==> config.mk <==
export PLATFORM = sky130hd
export DESIGN_NAME = pc_sequencer_flat
export DESIGN_NICKNAME = d
export VERILOG_FILES = /design/src/rtl/pc_sequencer_if.sv /design/src/rtl/pc_sequencer.sv /design/src/flat_wrapper.sv
export SDC_FILE = /design/constraint.sdc
export NUM_CORES = 1
export LEC_CHECK = 0
export BUFFER_PORTS_ARGS = -buffer_cell sky130_fd_sc_hd__buf_2
export CAP_MARGIN = 20
export CORE_MARGIN = 2
export CORE_UTILIZATION = 55
export CTS_BUF_LIST = sky130_fd_sc_hd__clkbuf_4 sky130_fd_sc_hd__clkbuf_8
export CTS_CLUSTER_DIAMETER = 30
export DETAILED_ROUTE_END_ITERATION = 7
export PLACE_DENSITY = 0.87
export SYNTH_ARGS = -nofsm -noshare
export SYNTH_HDL_FRONTEND = slang
export SYNTH_SLANG_ARGS = --single-unit
==> constraint.sdc <==
create_clock -name clk -period 8.7 [get_ports clk]
set_input_delay 1.74 -clock clk [delete_from_list [all_inputs] [get_ports clk]]
set_output_delay 1.74 -clock clk [all_outputs]
set_load 0.01 [all_outputs]
==> src/rtl/pc_sequencer_if.sv <==
// rtl/pc_sequencer_if.sv - decoder-to-PC-sequencer control and status bundle
interface pc_sequencer_if #(
  parameter int PC_WIDTH     = 12,
  parameter int OFFSET_WIDTH = 8,
  parameter int STACK_DEPTH  = 8
);
  localparam int SD_W = $clog2(STACK_DEPTH) + 1;

  // Control from the decoder
  logic                    stall;
  logic                    sel_pc_plus1;
  logic                    sel_pc_offset;
  logic                    sel_pc_const;
  logic                    call;
  logic                    ret;
  logic [1:0]              cond;
  logic                    flag_z;
  logic                    flag_c;
  logic [OFFSET_WIDTH-1:0] offset;
  logic [PC_WIDTH-1:0]     target;

  // Status back from the sequencer
  logic [PC_WIDTH-1:0]     pc;
  logic [PC_WIDTH-1:0]     pc_plus1;
  logic                    branch_taken;
  logic [SD_W-1:0]         stack_depth;
  logic                    stack_overflow;
  logic                    stack_underflow;

  // Decoder side: drives selects and operands, observes the PC
  modport master (
    output stall, sel_pc_plus1, sel_pc_offset, sel_pc_const, call, ret,
           cond, flag_z, flag_c, offset, target,
    input  pc, pc_plus1, branch_taken, stack_depth, stack_overflow,
           stack_underflow
  );

  // Sequencer side
  modport slave (
    input  stall, sel_pc_plus1, sel_pc_offset, sel_pc_const, call, ret,
           cond, flag_z, flag_c, offset, target,
    output pc, pc_plus1, branch_taken, stack_depth, stack_overflow,
           stack_underflow
  );
endinterface

==> src/rtl/pc_sequencer.sv <==
// rtl/pc_sequencer.sv - program counter with branch/jump select and return-address stack
module pc_sequencer #(
  parameter int PC_WIDTH     = 12,
  parameter int OFFSET_WIDTH = 8,
  parameter int STACK_DEPTH  = 8
) (
  input  logic         clk,
  input  logic         rst,
  pc_sequencer_if.slave bus
);
  localparam int PTR_W = $clog2(STACK_DEPTH);

  logic [PC_WIDTH-1:0] r_pc;
  logic [PTR_W:0]      r_depth;
  logic                r_overflow;
  logic                r_underflow;
  logic [PC_WIDTH-1:0] r_stack [STACK_DEPTH];

  logic [PC_WIDTH-1:0] w_pc_plus1;
  logic [PC_WIDTH-1:0] w_off_ext;
  logic [PC_WIDTH-1:0] w_branch_pc;
  logic [PC_WIDTH-1:0] w_next_pc;
  logic [PTR_W-1:0]    w_top_idx;
  logic [PTR_W-1:0]    w_wr_idx;
  logic                w_full;
  logic                w_empty;
  logic                w_cond_true;
  logic                w_redirect;
  logic                w_push;
  logic                w_pop;
  logic                w_set_ovf;
  logic                w_set_unf;

  assign w_pc_plus1  = r_pc + PC_WIDTH'(1);
  assign w_off_ext   = {{(PC_WIDTH-OFFSET_WIDTH){bus.offset[OFFSET_WIDTH-1]}}, bus.offset};
  assign w_branch_pc = w_pc_plus1 + w_off_ext;
  assign w_full      = (r_depth == (PTR_W+1)'(STACK_DEPTH));
  assign w_empty     = (r_depth == '0);
  // Top of stack sits one below the write pointer; write pointer is the depth itself
  assign w_top_idx   = PTR_W'(r_depth - 1'b1);
  assign w_wr_idx    = r_depth[PTR_W-1:0];

  // Branch condition decode against the upstream ALU flags
  always_comb begin
    w_cond_true = 1'b0;
    case (bus.cond)
      2'b00:   w_cond_true = bus.flag_z;
      2'b01:   w_cond_true = ~bus.flag_z;
      2'b10:   w_cond_true = bus.flag_c;
      default: w_cond_true = ~bus.flag_c;
    endcase
  end

  // Next-PC selection: ret > const > offset > fall-through
  always_comb begin
    w_next_pc  = w_pc_plus1;
    w_redirect = 1'b0;
    w_push     = 1'b0;
    w_pop      = 1'b0;
    w_set_ovf  = 1'b0;
    w_set_unf  = 1'b0;
    if (bus.ret) begin
      if (!w_empty) begin
        w_next_pc  = r_stack[w_top_idx];
        w_redirect = 1'b1;
        w_pop      = 1'b1;
      end else begin
        w_set_unf  = 1'b1;
      end
    end else if (bus.sel_pc_const) begin
      w_next_pc  = bus.target;
      w_redirect = 1'b1;
      if (bus.call) begin
        if (!w_full) w_push    = 1'b1;
        else         w_set_ovf = 1'b1;
      end
    end else if (bus.sel_pc_offset && w_cond_true) begin
      w_next_pc  = w_branch_pc;
      w_redirect = 1'b1;
    end
  end

  // PC, depth and sticky error flags; a stall freezes all of them
  always_ff @(posedge clk) begin
    if (rst) begin
      r_pc        <= '0;
      r_depth     <= '0;
      r_overflow  <= 1'b0;
      r_underflow <= 1'b0;
    end else if (!bus.stall) begin
      r_pc <= w_next_pc;
      if (w_push)     r_depth <= r_depth + 1'b1;
      else if (w_pop) r_depth <= r_depth - 1'b1;
      if (w_set_ovf) r_overflow  <= 1'b1;
      if (w_set_unf) r_underflow <= 1'b1;
    end
  end

  // Return-address storage; contents need no reset since depth gates every read
  always_ff @(posedge clk) begin
    if (!rst && !bus.stall && w_push) begin
      r_stack[w_wr_idx] <= w_pc_plus1;
    end
  end

  assign bus.pc              = r_pc;
  assign bus.pc_plus1        = w_pc_plus1;
  assign bus.branch_taken    = w_redirect & ~bus.stall;
  assign bus.stack_depth     = r_depth;
  assign bus.stack_overflow  = r_overflow;
  assign bus.stack_underflow = r_underflow;
endmodule

==> src/flat_wrapper.sv <==
// flat-port wrapper written by rule: the top's interface ports become plain ports
module pc_sequencer_flat 
#(
  parameter int PC_WIDTH     = 12,
  parameter int OFFSET_WIDTH = 8,
  parameter int STACK_DEPTH  = 8
)
  (clk, rst, bus_stall, bus_sel_pc_plus1, bus_sel_pc_offset, bus_sel_pc_const, bus_call, bus_ret, bus_cond, bus_flag_z, bus_flag_c, bus_offset, bus_target, bus_pc, bus_pc_plus1, bus_branch_taken, bus_stack_depth, bus_stack_overflow, bus_stack_underflow);
  pc_sequencer_if #(.PC_WIDTH(PC_WIDTH), .OFFSET_WIDTH(OFFSET_WIDTH), .STACK_DEPTH(STACK_DEPTH)) bus_i ();
  input  logic clk;
  input  logic rst;
  input wire logic [$bits(bus_i.stall)-1:0] bus_stall;
  input wire logic [$bits(bus_i.sel_pc_plus1)-1:0] bus_sel_pc_plus1;
  input wire logic [$bits(bus_i.sel_pc_offset)-1:0] bus_sel_pc_offset;
  input wire logic [$bits(bus_i.sel_pc_const)-1:0] bus_sel_pc_const;
  input wire logic [$bits(bus_i.call)-1:0] bus_call;
  input wire logic [$bits(bus_i.ret)-1:0] bus_ret;
  input wire logic [$bits(bus_i.cond)-1:0] bus_cond;
  input wire logic [$bits(bus_i.flag_z)-1:0] bus_flag_z;
  input wire logic [$bits(bus_i.flag_c)-1:0] bus_flag_c;
  input wire logic [$bits(bus_i.offset)-1:0] bus_offset;
  input wire logic [$bits(bus_i.target)-1:0] bus_target;
  output wire logic [$bits(bus_i.pc)-1:0] bus_pc;
  output wire logic [$bits(bus_i.pc_plus1)-1:0] bus_pc_plus1;
  output wire logic [$bits(bus_i.branch_taken)-1:0] bus_branch_taken;
  output wire logic [$bits(bus_i.stack_depth)-1:0] bus_stack_depth;
  output wire logic [$bits(bus_i.stack_overflow)-1:0] bus_stack_overflow;
  output wire logic [$bits(bus_i.stack_underflow)-1:0] bus_stack_underflow;
  assign bus_i.stall = bus_stall;
  assign bus_i.sel_pc_plus1 = bus_sel_pc_plus1;
  assign bus_i.sel_pc_offset = bus_sel_pc_offset;
  assign bus_i.sel_pc_const = bus_sel_pc_const;
  assign bus_i.call = bus_call;
  assign bus_i.ret = bus_ret;
  assign bus_i.cond = bus_cond;
  assign bus_i.flag_z = bus_flag_z;
  assign bus_i.flag_c = bus_flag_c;
  assign bus_i.offset = bus_offset;
  assign bus_i.target = bus_target;
  assign bus_pc = bus_i.pc;
  assign bus_pc_plus1 = bus_i.pc_plus1;
  assign bus_branch_taken = bus_i.branch_taken;
  assign bus_stack_depth = bus_i.stack_depth;
  assign bus_stack_overflow = bus_i.stack_overflow;
  assign bus_stack_underflow = bus_i.stack_underflow;
  pc_sequencer #(.PC_WIDTH(PC_WIDTH), .OFFSET_WIDTH(OFFSET_WIDTH), .STACK_DEPTH(STACK_DEPTH)) u_core (.clk(clk), .rst(rst), .bus(bus_i));
endmodule
==> results.tsv, run 1 <==
metric	value	unit
status	finished, final reports clean	
Setup crit end kind	primary output	
Skew-Pair Late Insertion Delay	430	ps
Initial Util	0.567	
drt drc	0	
Crit path largest cell delay	490	ps
PnR worst setup slack	3720	ps
initial DRC count	384	
layout cells sized above 1	0.293	
flops & latches, synth	114	
GRT Overall Usage	0.256	
Ys Warns	0	
Core Footprint	9820	um^2
Final Wtd Congestion	0.916	
Worst setup SP type	primary input	
Reg clk slew, reported paths	80	ps
Setup WS pre-CTS	3740	ps
total clock sinks	114	
start point of the critical path	bus_cond[1]	
Crit Path Class	in2out	
hold buffers post-CTS	0	
DR pass1 iterations	5	
vias	3863	
top-area cell type share of the netlist area	0.517	
Post-synth top cells	edfxtp_1, nor2_1, mux4_2, a21oi_1, nand2_1	
H-tree levels	4	
num ports	63	
Rel. slew slack	0.224	
Total Wirelength	13400	um
reg-to-reg slack, setup	5120	ps
Detail Route Antenna Nets	0	
vias per std cell	6.19	
Hold Crit Class	reg2reg	
Mapped Nets	452	
# diodes	0	
syn_area_per_cell	13.9	um^2
RR Startpoint	u_core.bus.pc[0]	
height of the die	105	um
vias in the first global route	3770	
die area	11000	um^2
Worst Path Buf+Inv	2	
Synth area leader	edfxtp_1	
Worst Setup EP	bus_branch_taken	
Max Clk Rate	0.201	GHz
Worst path depth	7	
initial antenna violation count	0	
root buffer selected by CTS	clkbuf_8	
global-route wire length before repair	20800	um
Least-Margin Pin Slew	1160	ps
R2R cell count	11	
Final Max Slew Viols	0	
RSZ-0062 raised after global routing	false	
largest net degree at the start of global routing	32	
Setup Skew	12.2	ps
nets	528	
most common cell in the synthesized netlist	edfxtp_1	
CTS Buffer Depth	2	
# resized after CTS	0	
Die Span X	105	um
max cap viols	0	
total overflow reported by the global router	0	
Core Rows	36	
register area share after synthesis	0.582	
worst reg2reg endpoint	u_core.bus.pc[7]	
Syn-to-layout area delta	16.0	%
Pwr Total	1440	uW
Worst VDD drop	0.000131	V
Pleak	0.00240	uW
Post-synth EDFFs	96	
fin crit period	4980	ps
WL per Instance	21.5	um
Crit path required time	6960	ps
Slowest-stage cell, CP	mux2i_4	
CTS tree	built	
Synth Flop Type	edfxtp_1	
cell area power density	223	nW/um^2
Worst Hold Launch	u_core.bus.stack_overflow	
post-DP HPWL	9150	um
Top delay family on crit path	multiplexers	
Hold Vio Cnt, Final	0	
worst-path maximum fanout	10	
crit-path cells	buf_2 -> mux2i_2 -> mux2i_4 -> nand2_1 -> nand2_1 -> nor2_1 -> buf_2	
synth top area cells	edfxtp_1, mux4_2, dfxtp_1	
utilization after layout	0.658	
count of input and output buffers	61	
Final Setup Violations	0	
Post-Syn Instances	402	
Post-CTS Repair Setup Buffers	0	
Setup TNS	0	ps
Synth cell types	61	
fin crit share	0.573	
Post-synth ARST share	0	
mapped cell area	5570	um^2
CTS buffer count	17	
Critical Path AT	3240	ps
-- power breakdown --
group / total, uW / switching [uW] / internal (uW)
clock network: 500 / 220 / 280
logic: 305 / 179 / 126
registers: 638 / 24.5 / 613
total: 1440 / 423 / 1020
-- state kept, by name, indices dropped and copies added, names as in the netlist --
register                    cells
u_core.bus.pc                  12
u_core.bus.stack_depth          4
u_core.r_stack                 96
u_core.bus.stack_underflow      1
u_core.bus.stack_overflow       1
-- stage by stage --
step / area (um^2) / instances / hold WS [ps]
global route: 6460 / 624 / 504
detailed placement: 6060 / 592 / 459
finish: 6460 / 624 / 471
CTS: 6460 / 624 / 476
global placement: 6040 / 590 / 451
floorplan: 5570 / 402 / 505
-- worst min-delay path by stage --
stage                                 end  slack, ps  cells past startpoint
2_1_floorplan  u_core.bus.stack_underflow        500                      2
3_3_place_gp   u_core.bus.stack_underflow        450                      2
3_5_place_dp    u_core.bus.stack_overflow        460                      2
4_1_cts         u_core.bus.stack_overflow        480                      2
5_1_grt         u_core.bus.stack_overflow        500                      2
6_report        u_core.bus.stack_overflow        470                      2
-- kinds of logic after synthesis --
logic type	Yosys count	synth area share
compound gates	79	0.0957
xor+xnor	19	0.0299
fa+ha+maj	18	0.0418
buf+inv	34	0.0274
flops	114	0.582
mux	40	0.130
simple gates	98	0.0936
-- metal layers --
metal | vias up | wire [um] | GRT usage | share of wire
met2 | 225 | 6450 | 0.399 | 0.48
met4 | 0 | 344 | 0.0829 | 0.026
met5 | - | 0 | 0 | 0
met1 | 1888 | 5370 | 0.351 | 0.40
met3 | 32 | 1260 | 0.0730 | 0.093
li1 | 1718 | - | - | -
-- worst min-delay path, cell delays in order (launching register included) --
cell     delay, ps
dfxtp_1        330
nor2_1          50
nor2_1          70
-- final cells by class --
| type | count | area (um^2) |
|---|---|---|
| tap | 133 | 166 |
| fill | 725 | 3360 |
| inverter | 19 | 71.3 |
| timing repair buffer | 72 | 395 |
| clock inverter | 15 | 164 |
| multi-input combinational | 254 | 2190 |
| sequential | 114 | 3240 |
| clock buffer | 17 | 234 |
-- layout by cell type (no fill, tap or decap), types with 3 or more instances in the layout --
cell        synthesis  routed
inv_1              19      19
xnor2_1            10      10
mux2_2              4       4
buf_2               5      61
dfxtp_1            18      17
nand4_2             3       3
nor2_1             29      29
nor2b_1             5       5
a221oi_1            9       9
edfxtp_1           96      96
clkbuf_8            0      17
nand2_1            22      22
and3_1              3       3
buf_4               5       9
xor2_1              9       9
inv_6               0       3
mux2i_1            10      10
and2_1              3       3
o21ai_1             6       6
nor3_1              8       6
a21oi_1            23      23
a211oi_1            5       5
nand3_1             8       8
clkinv_1            0       4
bufinv_16           0       3
ha_1               17      17
nand2b_1            4       4
clkinvlp_4          0       3
o21ai_0            10      10
mux4_2             24      24
Power figures use the tool's default switching activity.
==> run 2, diff against run 1 <==
==> constraint.sdc (replaced) <==
create_clock -name clk -period 4.9 [get_ports clk]
set_input_delay 0.98 -clock clk [delete_from_list [all_inputs] [get_ports clk]]
set_output_delay 0.98 -clock clk [all_outputs]
set_load 0.01 [all_outputs]
==> run 2 against run 1 <==
Compared with the run above: final cell count increased by 0.32%; combinational power increased by 77%; worst setup slack got worse by 2600 ps; sequential cell count unchanged; core utilization decreased by 0.59 points; sequential power increased by 77%; via count decreased by 0.18%.
==> results.tsv, run 2 (same netlist as run 1, synthesis figures left out) <==
metric	value	unit	change
WL per Instance	21.1	um	was 21.5 um
hold slack	489	ps	was 471 ps
Core Footprint	9820	um^2	unchanged
Setup Skew	18.4	ps	was 12.2 ps
Total Wirelength	13200	um	was 13400 um
max cap viols	0		unchanged
cell area power density	374	nW/um^2	was 223 nW/um^2
R2R cell count	11		unchanged
total clock sinks	114		unchanged
layout cells sized above 1	0.296		was 0.293
GRT Overall Usage	0.253		was 0.256
status	finished, final reports clean		unchanged
vias in the first global route	3806		was 3770
fin crit period	3820	ps	
most frequent cells in the layout	edfxtp_1, buf_2, nor2_1, mux4_2, a21oi_1		unchanged
RSZ-0062 raised after global routing	false		unchanged
Syn-to-layout area delta	14.9	%	was 16.0%
largest net degree at the start of global routing	32		unchanged
H-tree levels	4		unchanged
Crit Path Class	reg2out		was in2out
Skew-Pair Late Insertion Delay	440	ps	was 430 ps
Final Wtd Congestion	0.928		was 0.916
vias	3856		was 3863
height of the die	105	um	unchanged
worst-path maximum fanout	30		was 10
post-DP HPWL	8790	um	was 9150 um
Final Setup Violations	0		unchanged
CTS tree	built		unchanged
Die Span X	105	um	unchanged
reg-to-reg slack, setup	1470	ps	was 5120 ps
nets	530		was 528
num ports	63		unchanged
hold depth	2		unchanged
# diodes	0		unchanged
vias per std cell	6.16		was 6.19
Worst Hold Launch	u_core.bus.stack_underflow		was u_core.bus.stack_overflow
total overflow reported by the global router	0		unchanged
root buffer selected by CTS	clkbuf_8		unchanged
hold buffers post-CTS	0		unchanged
Reg clk slew, reported paths	80	ps	about the same
Core Rows	36		unchanged
Final Max Slew Viols	0		unchanged
commonest non-fill, non-tap cell in the layout	edfxtp_1		unchanged
fin crit share	0.780		
max reg flops	96		unchanged
Detail Route Antenna Nets	0		unchanged
Initial Util	0.567		unchanged
Rel. slew slack	0.268		was 0.224
initial antenna violation count	0		unchanged
Worst VDD drop	0.000230	V	was 0.000131 V
filler instances	713		was 725
# resized after CTS	0		unchanged
die area	11000	um^2	unchanged
Critical Path AT	2840	ps	was 3240 ps
global-route wire length before repair	20800	um	about the same
Crit path required time	3920	ps	was 6960 ps
Max Clk Rate	0.262	GHz	
CTS Buffer Depth	2		unchanged
count of input and output buffers	61		unchanged
worst reg2reg endpoint	u_core.bus.pc[10]		was u_core.bus.pc[7]
Biggest register	u_core.r_stack		unchanged
Hold Vio Cnt, Final	0		unchanged
WHS Endpoint	u_core.bus.stack_underflow		was u_core.bus.stack_overflow
Post-CTS Repair Setup Buffers	0		unchanged
Hold Crit Class	reg2reg		unchanged
DR pass1 iterations	5		unchanged
initial DRC count	410		was 384
Pleak	0.00237	uW	was 0.00240 uW
Worst setup SP type	register		was primary input
drt drc	0		unchanged
Setup crit end kind	primary output		unchanged
start point of the critical path	u_core.bus.stack_depth[0]		was bus_cond[1]
Least-Margin Pin Slew	1090	ps	was 1160 ps
Setup TNS	0	ps	unchanged
RR Startpoint	u_core.bus.pc[0]		unchanged
CTS buffer count	17		unchanged
[run 2: changes by cell type in the layout (fill, tap and decap cells not counted), sizes merged]
cell | before | now
clkinv | 6 | 7
bufinv | 3 | 0
clkinvlp | 3 | 7
inv | 22 | 20
buf | 72 | 74
[run 2: worst max path at each step]
| stage | to | cells after the start |
|---|---|---|
| floorplan | u_core.r_stack[1][0] | 5 |
| global placement | bus_branch_taken | 7 |
| detailed placement | u_core.r_stack[0][8] | 6 |
| CTS | bus_branch_taken | 8 |
| global route | bus_branch_taken | 8 |
| finish | bus_branch_taken | 8 |
[run 2: worst max-delay path, cell delays in order, from the launching register on]
cell	delay, ps
dfxtp_2	970
inv_1	190
ha_1	320
nand2b_1	140
nor2_1	60
nand2_1	170
nand2_1	240
nor2_1	160
buf_2	150
[run 2: where the power goes]
part           switching (uW)  total, uW  internal [uW]  leakage [uW]
Combinational             314        540            226       0.00119
Sequential               43.4       1130           1090       0.00102
Clock                     386        725            339      0.000146
[run 2: routing by layer]
layer / part of all wire / vias up / GRT usage
li1: - / 1723 / -
met1: 0.41 / 1909 / 0.356
met2: 0.48 / 187 / 0.381
met3: 0.079 / 37 / 0.0536
met4: 0.029 / 0 / 0.115
met5: 0 / - / 0
[run 2: cell type report]
cell class                      count  area [um^2]  area share
Clock inverter                     15         95.1      0.0148
Timing Repair Buffer               74          407      0.0635
Clock buffer                       17          234      0.0365
Sequential cell                   114         3240       0.507
Tap cell                          133          166      0.0260
Multi-Input combinational cell    254         2190       0.341
Inverter                           19         71.3      0.0111
[run 2: through the flow]
| stage | instance area, um^2 | setup WS [ps] | total power [uW] | std cells | utilization |
|---|---|---|---|---|---|
| final | 6400 | 1080 | 2400 | 626 | 0.652 |
| after global routing | 6400 | 754 | 2500 | 626 | 0.652 |
| after CTS | 6390 | 1040 | 2400 | 625 | 0.651 |
| after detailed placement | 6060 | 1420 | 1680 | 593 | 0.617 |
| after global placement | 6060 | 1490 | 1670 | 593 | 0.617 |
| after floorplan | 5570 | 1920 | 1520 | 402 | - |
